<file path="src/rtl/parallel_serial_framer.sv">
// Frames a 32-bit word onto a serial line: sync byte 0x5A, data MSB first,
// even-parity bit, then a two-cycle gap before the next request is accepted.
module parallel_serial_framer (
  input  logic        CLK,
  input  logic        RESET,
  input  logic        S_START,
  input  logic [31:0] P_IN,
  output logic        S_OUT,
  output logic        S_VALID,
  output logic        READY,
  output logic        DONE,
  output logic [7:0]  FRAME_CNT
);

  localparam logic [2:0] IDLE   = 3'd0;
  localparam logic [2:0] SYNC   = 3'd1;
  localparam logic [2:0] DATA   = 3'd2;
  localparam logic [2:0] PARITY = 3'd3;
  localparam logic [2:0] GAP    = 3'd4;

  localparam logic [7:0] SYNC_BYTE = 8'h5A;

  logic [2:0]  r_state;
  logic [4:0]  r_bit_cnt;
  logic [38:0] r_shift;
  logic        r_parity;
  logic        r_sout;
  logic        r_valid;
  logic        r_ready;
  logic        r_done;
  logic [7:0]  r_frame_cnt;

  // The state names the phase currently on the line; the sync MSB is driven
  // on the accept edge itself, so the shifter holds only the remaining 39 bits.
  always_ff @(posedge CLK) begin
    if (!RESET) begin
      r_state     <= IDLE;
      r_bit_cnt   <= '0;
      r_shift     <= '0;
      r_parity    <= 1'b0;
      r_sout      <= 1'b0;
      r_valid     <= 1'b0;
      r_ready     <= 1'b0;
      r_done      <= 1'b0;
      r_frame_cnt <= '0;
    end else begin
      case (r_state)
        IDLE: begin
          if (!r_ready) begin
            r_ready <= 1'b1;
          end else if (S_START) begin
            r_ready   <= 1'b0;
            r_state   <= SYNC;
            r_bit_cnt <= '0;
            r_shift   <= {SYNC_BYTE[6:0], P_IN};
            r_parity  <= ^P_IN;
            r_sout    <= SYNC_BYTE[7];
            r_valid   <= 1'b1;
          end
        end
        SYNC: begin
          r_sout  <= r_shift[38];
          r_shift <= {r_shift[37:0], 1'b0};
          if (r_bit_cnt == 5'd7) begin
            r_state   <= DATA;
            r_bit_cnt <= '0;
          end else begin
            r_bit_cnt <= r_bit_cnt + 5'd1;
          end
        end
        DATA: begin
          if (r_bit_cnt == 5'd31) begin
            r_sout    <= r_parity;
            r_state   <= PARITY;
            r_bit_cnt <= '0;
          end else begin
            r_sout    <= r_shift[38];
            r_shift   <= {r_shift[37:0], 1'b0};
            r_bit_cnt <= r_bit_cnt + 5'd1;
          end
        end
        PARITY: begin
          r_sout      <= 1'b0;
          r_valid     <= 1'b0;
          r_done      <= 1'b1;
          r_frame_cnt <= r_frame_cnt + 8'd1;
          r_state     <= GAP;
          r_bit_cnt   <= '0;
        end
        GAP: begin
          r_done <= 1'b0;
          if (r_bit_cnt == 5'd1) begin
            r_state   <= IDLE;
            r_ready   <= 1'b1;
            r_bit_cnt <= '0;
          end else begin
            r_bit_cnt <= r_bit_cnt + 5'd1;
          end
        end
        default: begin
          r_state   <= IDLE;
          r_bit_cnt <= '0;
          r_sout    <= 1'b0;
          r_valid   <= 1'b0;
          r_ready   <= 1'b0;
          r_done    <= 1'b0;
        end
      endcase
    end
  end

  assign S_OUT     = r_sout;
  assign S_VALID   = r_valid;
  assign READY     = r_ready;
  assign DONE      = r_done;
  assign FRAME_CNT = r_frame_cnt;

endmodule
</file>
<file path="config.mk">
export PLATFORM = sky130hd
export DESIGN_NAME = parallel_serial_framer
export DESIGN_NICKNAME = d
export VERILOG_FILES = /design/src/rtl/parallel_serial_framer.sv
export SDC_FILE = /design/constraint.sdc
export NUM_CORES = 1
export LEC_CHECK = 0
export CAP_MARGIN = 10
export CORE_UTILIZATION = 59
export CTS_CLUSTER_SIZE = 30
export DETAILED_ROUTE_END_ITERATION = 10
export PLACE_DENSITY = 0.86
export SKIP_CTS_REPAIR_TIMING = 1
export SYNTH_ARGS = -nofsm -noshare
export SYNTH_HDL_FRONTEND = slang
export SYNTH_SLANG_ARGS = --single-unit
</file>
<file path="constraint.sdc">
create_clock -name CLK -period 3 [get_ports CLK]
set_input_delay 0.9 -clock CLK [delete_from_list [all_inputs] [get_ports CLK]]
set_output_delay 0.9 -clock CLK [all_outputs]
set_load 0.01 [all_outputs]
</file>
Word-level counts from Yosys, hierarchy flattened
Index checks and enable logic that the tools add are counted.

Output and inout bits: 12. Register bits after elaboration: 60.

Add/subtract/negate cells: 2. Bitwise gates (word level): 3. Eq/ne operators: 13. Mux-type cells: 28. Reductions and logical operators: 13.

Operators by type and width (count): $mux 39 (3); $pmux 39 s3 (1); $reduce_xor 32->1 (1); $mux 5 (5); $pmux 5 s4 (1); $mux 3 (5); $pmux 3 s5 (1); $ne 2x2->1 const B (6); $reduce_and 3->1 (3); $reduce_or 3->1 (3); $add 8x1->8 const B (1); $mux 1 (8); $eq 3x2->1 const B (2); $add 5x1->5 const B (1); $eq 5x1->1 const B (1); $eq 5x3->1 const B (1); $eq 5x5->1 const B (1); $reduce_and 5->1 (1); $pmux 1 s2 (2); $pmux 1 s4 (1); $reduce_and 2->1 (2); $reduce_and 4->1 (1); $eq 3x1->1 const B (1); $eq 3x3->1 const B (1); other kinds (4) (6).

Logic depth before layout (Yosys ltp)
Gate-level depths: netlist of the first run.

Depth after elaboration: 4. Gate-level depth with buffers: 9.

Worst setup path before layout of the first run
No wires, ideal clock.

Path type: input -> register. Start: input RESET. End: register r_bit_cnt[3]. Library setup time: 0.144 ns. Slack: 0.993 ns. Stages on the path: 4. Buffers on the path: 2. Arrival time: 1.862 ns. Cells stage by stage: inv_1 -> clkbuf_1 -> clkbuf_1 -> a31oi_1.

RTL lines: start, declared (line 5) `input logic RESET,`; end signal, assigned (line 68) `r_bit_cnt <= r_bit_cnt + 5'd1;`; end signal, assigned (line 79) `r_bit_cnt <= r_bit_cnt + 5'd1;`; end signal, assigned (line 97) `r_bit_cnt <= r_bit_cnt + 5'd1;`; end, declared (line 24) `logic [4:0] r_bit_cnt;`.

No word-level cell between the ends.

Worst setup path after layout of the first run
Start: input P_IN[9]. End: register r_parity.

Cells in the longest elaborated chain, start to end: 1.

RTL lines: start, declared (line 7) `input logic [31:0] P_IN,`; $reduce_xor 32->1 (line 56) `r_parity <= ^P_IN;`; end signal, assigned (line 56); end, declared (line 26) `logic r_parity;`.

Every way passes these cells. A chain may end at the register's enable or synchronous reset.

==> summary.txt, run 1 <==
Run status
  • Outcome: finished clean

STA
  • Final setup margin: 659.8 ps
  • Period utilization: approximately four fifths
  • Final min period: 2340 ps
  • Fin. max-slew vios: 0
  • Setup TNS: 0 ps
  • RSZ-0062 raised after global routing: false
  • Max Fclk: roughly 0.43 GHz
  • Worst-Margin Slew: 835.9 ps
  • Final setup fails: 0
  • Rel. slew slack: 44.19%
  • Skew final: slightly below 8 ps
  • Fin. Hold Viols: 0

Detailed routing
  • Via density: 5.652
  • Vias: 2,566
  • Remaining antenna violation count: 0
  • Routed WL: 6751 µm
  • Remaining DRCs: 0
  • Initial DRT Pass Iterations: 4
  • 1st-iter DRT viols: 163
  • Wire per inst: between 10 and 15 µm

Synth
  • Sequential fraction of the synthesis area: 36.35%
  • Post-Syn Nets: 378
  • Share of the synthesized area in the top cell type: between 30% and 40%
  • Synth Area in XOR/XNOR: 10.07%
  • Yosys reg bits: 60
  • Synth Area in Adders: 1.893%
  • Compound-Gate Fraction of Synth Area: ~21%
  • Largest family of logic cells by synthesized area: compound AO/OA/AOI/OAI gates
  • Post-synth ARST share: 0%
  • Synth area leaders: dfxtp_1, a211oi_2, mux2i_1, xnor2_1, nor2_1
  • Avg Inst Size Synth: 9.776 µm²
  • Ys flop type: dfxtp_1
  • Syn Std Cell Area: 3304 µm²
  • Post-Synth Simple-Gate Area: 16.24%
  • Post-synth EDFFs: 0
  • Post-Syn Instances: 338
  • Synth unique cells: 45
  • Synth warn: 0
  • Area leader, netlist: dfxtp_1
  • Mux share of post-synthesis cell area: 9.693%

Global route
  • First-pass GRT wire length: 11,610 µm
  • Gr busiest metal: met2
  • Total gr overflow: 0
  • Largest net degree at the start of global routing: 65
  • Vias in the first global route: 2,557
  • Met3 usage: approximately 8.3%
  • Total GRT Usage: 24.89%
  • Routing usage on met2: 42.77%
  • GR Layer Usage met1: 27.75%
  • Initial antenna violation count: 0

Setup path
  • Worst reg-to-reg setup slack: 700 ps
  • Crit path cell chain: clkdlybuf4s50_1, xor2_1, xnor2_1, xnor2_1, xnor2_1, xnor2_1, a21oi_1
  • Data required time of the worst path: 3220 ps
  • Max incr delay on CP: 530 ps
  • Crit-path slowest cell: clkdlybuf4s50_1
  • Crit path capture type: flip-flop
  • CP Data Arrival Time: 2560 ps
  • CP Class: in2reg
  • Worst-path maximum fanout: 2
  • Top cell by count, worst path: xnor2_1
  • Crit start category: input port

Clocking
  • CTS tree: yes
  • CTS Buffer Depth: 2
  • H-tree depth: 3
  • Clk_lat worst skew: 330 ps
  • CTS Sinks: 60
  • Clock transition at path regs: about 70 ps
  • Root buf cell: clkbuf_8
  • CTS buffer count: 9

Layout
  • Syn-to-layout area delta: 21.17%
  • Commonest non-fill, non-tap cells in the layout: dfxtp_1, clkdlybuf4s50_1, nor2_1, mux2i_1, xnor2_1
  • Sequential Area: between 1000 and 1500 µm²
  • Commonest non-fill, non-tap cell in the layout: dfxtp_1
  • Antenna Cells: 0
  • Fraction of layout instances using a drive strength above 1: 14.84%
  • Area of the multi-input gates: 1931 µm²
  • Final Net Count: 419
  • Filler cells: ~380

Floorplan
  • Full die area: 5904 µm²
  • DIE HEIGHT: 76.84 µm
  • # IOs: 47
  • Die width: 76.84 µm
  • Core ar.: between 5000 and 6000 µm²
  • Initial Util: 63.09%
  • Row count: 26

Pwr
  • Worst VDD drop: around 0.73 mV
  • Leakage: 1.515 nW
  • Pwr Density: 1002 nW/µm²

Run
  • Max Cap Viol: 0

Placed design
  • Placer congestion estimate: about 0.79
  • Post-Place Worst Slack: 376.5 ps
  • IO Port Bufs: 46
  • Post-DP HPWL: approximately 4600 µm

Min path
  • Min-delay worst type: reg2reg
flip-flops by register name (all words and copies together) (netlist names), 3 cells and up:
signal     count
FRAME_CNT      8
r_bit_cnt      5
r_state        3
r_shift       39
path summary, 6_finish.rpt:
path	from	to	cells after the start
worst min register to register	DONE	DONE	2
worst max-delay path	P_IN[9]	r_parity	7
worst min-delay path	DONE	DONE	2
worst max register to register	r_bit_cnt[0]	r_shift[16]	9
Yosys cell counts, drive strengths merged (6+ instances only):
cell / instances
and2: 10
nor2: 39
clkbuf: 9
a211oi: 30
buf: 13
a21oi: 9
o21ai: 10
xor2: 6
xnor2: 32
mux2i: 32
nand2b: 6
dfxtp: 60
o211a: 8
nand2: 18
nand3: 10
routing by layer:
layer  part of all wire (%)  vias to the layer above
li1                       -                     1271
met1                     44                     1215
met2                     50                       66
met3                    4.1                       14
met4                    2.0                        0
met5                      0                        -
where the power goes:
group	switching (mW)	leakage (nW)	internal (mW)	total [mW]
Clock	0.316	0.122	0.533	0.849
Sequential	0.184	0.493	1.02	1.21
Combinational	1.09	0.900	0.864	1.96
Total	1.59	1.52	2.42	4.01
critical path, delay by kind of cell:
family / cells / cell delay [ps]
buffers and inverters: 1 / 530
XOR/XNOR: 5 / 1040
AO/OA/AOI/OAI: 1 / 90
metrics by stage:
| step | hold slack [ps] | cells | area [µm²] | util (%) | total power [mW] |
|---|---|---|---|---|---|
| CTS | 491.8 | 454 | 4004 | 76.45 | 4.025 |
| floorplan | 431.6 | 338 | 3304 | - | 2.886 |
| finish | 479.6 | 454 | 4004 | 76.45 | 4.012 |
| global placement | 445.1 | 438 | 3769 | 71.95 | 3.058 |
| global route | 507.8 | 454 | 4004 | 76.45 | 4.261 |
| detailed placement | 458.5 | 438 | 3769 | 71.95 | 3.154 |
cells by family (layout without fill, tap and decap cells):
kind of cell / after synthesis / count (layout)
multiplexers: 32 / 32
AND/OR/NAND/NOR: 103 / 103
AO/OA/AOI/OAI: 73 / 73
buffers and inverters: 27 / 73
adder cells (fa/ha/maj): 5 / 5
XOR/XNOR: 38 / 38
flip-flops: 60 / 60
cell type report:
class | instances | area share, %
Multi-Input combinational cell | 251 | 48.22
Clock buffer | 12 | 4.125
Inverter | 5 | 0.4688
Tap cell | 70 | 2.188
Clock inverter | 4 | 1.750
Sequential cell | 60 | 30.00
Timing Repair Buffer | 52 | 13.25
Power figures use the tool's default switching activity.
==> inputs of run 2 (changes only) <==
--- a/config.mk
+++ b/config.mk
@@ -6,10 +6,10 @@
 export NUM_CORES = 1
 export LEC_CHECK = 0
 export CAP_MARGIN = 10
-export CORE_UTILIZATION = 59
+export CORE_UTILIZATION = 55
 export CTS_CLUSTER_SIZE = 30
 export DETAILED_ROUTE_END_ITERATION = 10
-export PLACE_DENSITY = 0.86
+export PLACE_DENSITY = 0.81
 export SKIP_CTS_REPAIR_TIMING = 1
 export SYNTH_ARGS = -nofsm -noshare
 export SYNTH_HDL_FRONTEND = slang
==> constraint.sdc (replaced) <==
create_clock -name CLK -period 2.5 [get_ports CLK]
set_input_delay 0.75 -clock CLK [delete_from_list [all_inputs] [get_ports CLK]]
set_output_delay 0.75 -clock CLK [all_outputs]
set_load 0.01 [all_outputs]
==> run 2 against run 1 <==
Effect of this change: critical path depth rose by 2; cell count grew 1.5%; sequential power increased by 17%; via count is 1.1% higher; non-clock buffer count rose by 5; clock skew grew 1.8 ps; combinational power is 26% higher; register-to-register slack lost 330 ps; utilization is 4.9 points lower; largest cell class unchanged; routed wire length down 1.8%; largest power group unchanged; count of clock-buffer cells in the layout unchanged.
==> summary.txt, run 2 (synthesis results as in run 1) <==
Run status
  • Outcome: finished clean (unchanged)

STA
  • Final setup fails: 0 (unchanged)
  • Setup TNS: 0 ps (unchanged)
  • Period utilization: between 80 and 90%
  • Fin. max-slew vios: 0 (unchanged)
  • Fin. Hold Viols: 0 (unchanged)
  • Worst-Margin Slew: 574.5 ps (was 835.9 ps)
  • Max Fclk: 0.4684 GHz
  • Hold WS: 478.2 ps (was 479.6 ps)
  • Final setup margin: 365.0 ps (was 659.8 ps)
  • RSZ-0062 raised after global routing: false (unchanged)
  • Final min period: roughly 2100 ps
  • Skew final: 9.620 ps (was 7.776 ps)
  • Rel. slew slack: 61.35% (was 44.19%)

Layout
  • Area of the multi-input gates: 1931 µm² (unchanged)
  • Sequential Area: 1201 µm² (unchanged)
  • Largest Register: r_shift (unchanged)
  • Non-filler instance count after layout: 461 (was 454)
  • Commonest non-fill, non-tap cells in the layout: dfxtp_1, clkdlybuf4s50_1, nor2_1, mux2i_1, xnor2_1 (unchanged)
  • Filler cells: 446 (was 377)
  • Syn-to-layout area delta: 22.23% (was 21.17%)
  • Largest register FFs: 39 (unchanged)
  • Antenna Cells: 0 (unchanged)
  • Design area: 4039 µm² (was 4004 µm²)
  • Commonest non-fill, non-tap cell in the layout: dfxtp_1 (unchanged)
  • Fraction of layout instances using a drive strength above 1: 15.42% (was 14.84%)
  • Final Net Count: 424 (was 419)
  • Core Util, Final: 71.59% (was 76.45%)

Clocking
  • CTS Sinks: 60 (unchanged)
  • H-tree depth: 3 (unchanged)
  • CTS Buffer Depth: 2 (unchanged)
  • Clock transition at path regs: 70 ps (about the same)
  • CTS tree: yes (unchanged)
  • Root buf cell: clkbuf_8 (unchanged)
  • CTS buffer count: 9 (unchanged)
  • Clk_lat worst skew: 340 ps (was 330 ps)

Pwr
  • Worst VDD drop: 0.5947 mV (was 0.7272 mV)
  • Leakage: 1.528 nW (was 1.515 nW)
  • Tot Pwr: 4.832 mW (was 4.012 mW)
  • Pwr Density: 1196 nW/µm² (was 1002 nW/µm²)

Detailed routing
  • Remaining DRCs: 0 (unchanged)
  • 1st-iter DRT viols: 107 (was 163)
  • Initial DRT Pass Iterations: 4 (unchanged)
  • Via density: 5.627 (was 5.652)
  • Remaining antenna violation count: 0 (unchanged)
  • Routed WL: 6628 µm (was 6751 µm)
  • Wire per inst: 14.38 µm (was 14.87 µm)
  • Vias: 2,594 (was 2,566)

Global route
  • Vias in the first global route: 2,428 (was 2,557)
  • Total GRT Usage: 22.94% (was 24.89%)
  • First-pass GRT wire length: 11,120 µm (was 11,610 µm)
  • Total gr overflow: 0 (unchanged)
  • Initial antenna violation count: 0 (unchanged)
  • Largest net degree at the start of global routing: 44 (was 65)

Setup path
  • Reg2reg start: r_bit_cnt[0] (unchanged)
  • Worst-path maximum fanout: 43 (was 2)
  • Reg2Reg Depth: 9 (unchanged)
  • Max incr delay on CP: 350 ps (was 530 ps)
  • Top cell by count, worst path: ha_1 (was xnor2_1)
  • Crit-path slowest cell: dfxtp_1 (was clkdlybuf4s50_1)
  • WP depth: 9 (was 7)
  • CP bufs+invs: 1 (unchanged)
  • Worst reg-to-reg setup slack: 370 ps (was 700 ps)
  • Data required time of the worst path: 2760 ps (was 3220 ps)
  • Crit start category: flip-flop (was input port)
  • Crit path from: r_bit_cnt[0] (was P_IN[9])
  • CP Data Arrival Time: 2400 ps (was 2560 ps)
  • Crit path cell chain: ha_1, and3_1, ha_1, or2_4, o21a_4, nor2_8, buf_12, nor2_1, a211oi_2 (was clkdlybuf4s50_1, xor2_1, xnor2_1, xnor2_1, xnor2_1, xnor2_1, a21oi_1)
  • R2r endpoint: r_shift[18] (was r_shift[16])
  • CP Capture Point: r_shift[18] (was r_parity)
  • Crit-path leading delay family: simple AND/OR/NAND/NOR gates (was XOR/XNOR gates)
  • Crit path capture type: flip-flop (unchanged)
  • CP Class: reg2reg (was in2reg)

Floorplan
  • Initial Util: 58.57% (was 63.09%)
  • Full die area: 6322 µm² (was 5904 µm²)
  • Die width: 79.51 µm (was 76.84 µm)
  • # IOs: 47 (unchanged)
  • DIE HEIGHT: 79.51 µm (was 76.84 µm)
  • Row count: 27 (was 26)
  • Core ar.: 5642 µm² (was 5238 µm²)

Placed design
  • Placed cells: 445 (was 438)
  • Post-Place Worst Slack: 78.44 ps (was 376.5 ps)
  • IO Port Bufs: 46 (unchanged)
  • Placer congestion estimate: 0.8224 (was 0.7873)
  • Placed Area: 3821 µm² (was 3769 µm²)
  • Post-DP HPWL: 4683 µm (was 4558 µm)

Min path
  • Min-delay worst type: reg2reg (unchanged)

Run
  • Max Cap Viol: 0 (unchanged)
-- run 2: changes by cell type in the layout (fill, tap and decap cells not counted), sizes merged --
cell and delta:
buf +5, clkinv -1, clkinvlp +1
-- run 2: how the worst min path moves through the flow --
stage,start,end,depth (start not counted)
floorplan,r_shift[0],r_shift[0],2
global placement,r_shift[0],r_shift[0],2
detailed placement,DONE,DONE,2
CTS,DONE,DONE,2
global route,DONE,DONE,2
finish,DONE,DONE,2
-- run 2: worst reg2reg max path, cell delays in order, from the launching register on --
cell      delay (ps)
dfxtp_1          350
ha_1             240
and3_1           210
ha_1             180
or2_4            260
o21a_4           140
nor2_8           120
buf_12           240
nor2_1           110
a211oi_2         210
-- run 2: where the power goes --
group          internal [mW]  switching [mW]  total [mW]
registers               1.23           0.187        1.41
logic                   1.12            1.33        2.46
clock network          0.588           0.374       0.962
-- run 2: area by class of cell --
cell class | instances | share of cell area [%]
Tap cell | 72 | 2.230
Clock buffer | 12 | 3.594
Sequential cell | 60 | 29.74
Multi-Input combinational cell | 251 | 47.80
Timing Repair Buffer | 57 | 14.37
Clock inverter | 4 | 1.797
Inverter | 5 | 0.4647
-- run 2: metal layers --
| layer | up-vias | GRT usage, % | part of all wire (%) |
|---|---|---|---|
| met4 | 0 | 10.18 | 1.7 |
| met3 | 11 | 4.914 | 4.0 |
| met5 | - | 0 | 0 |
| met2 | 62 | 39.15 | 49 |
| met1 | 1238 | 27.41 | 45 |
| li1 | 1283 | - | - |
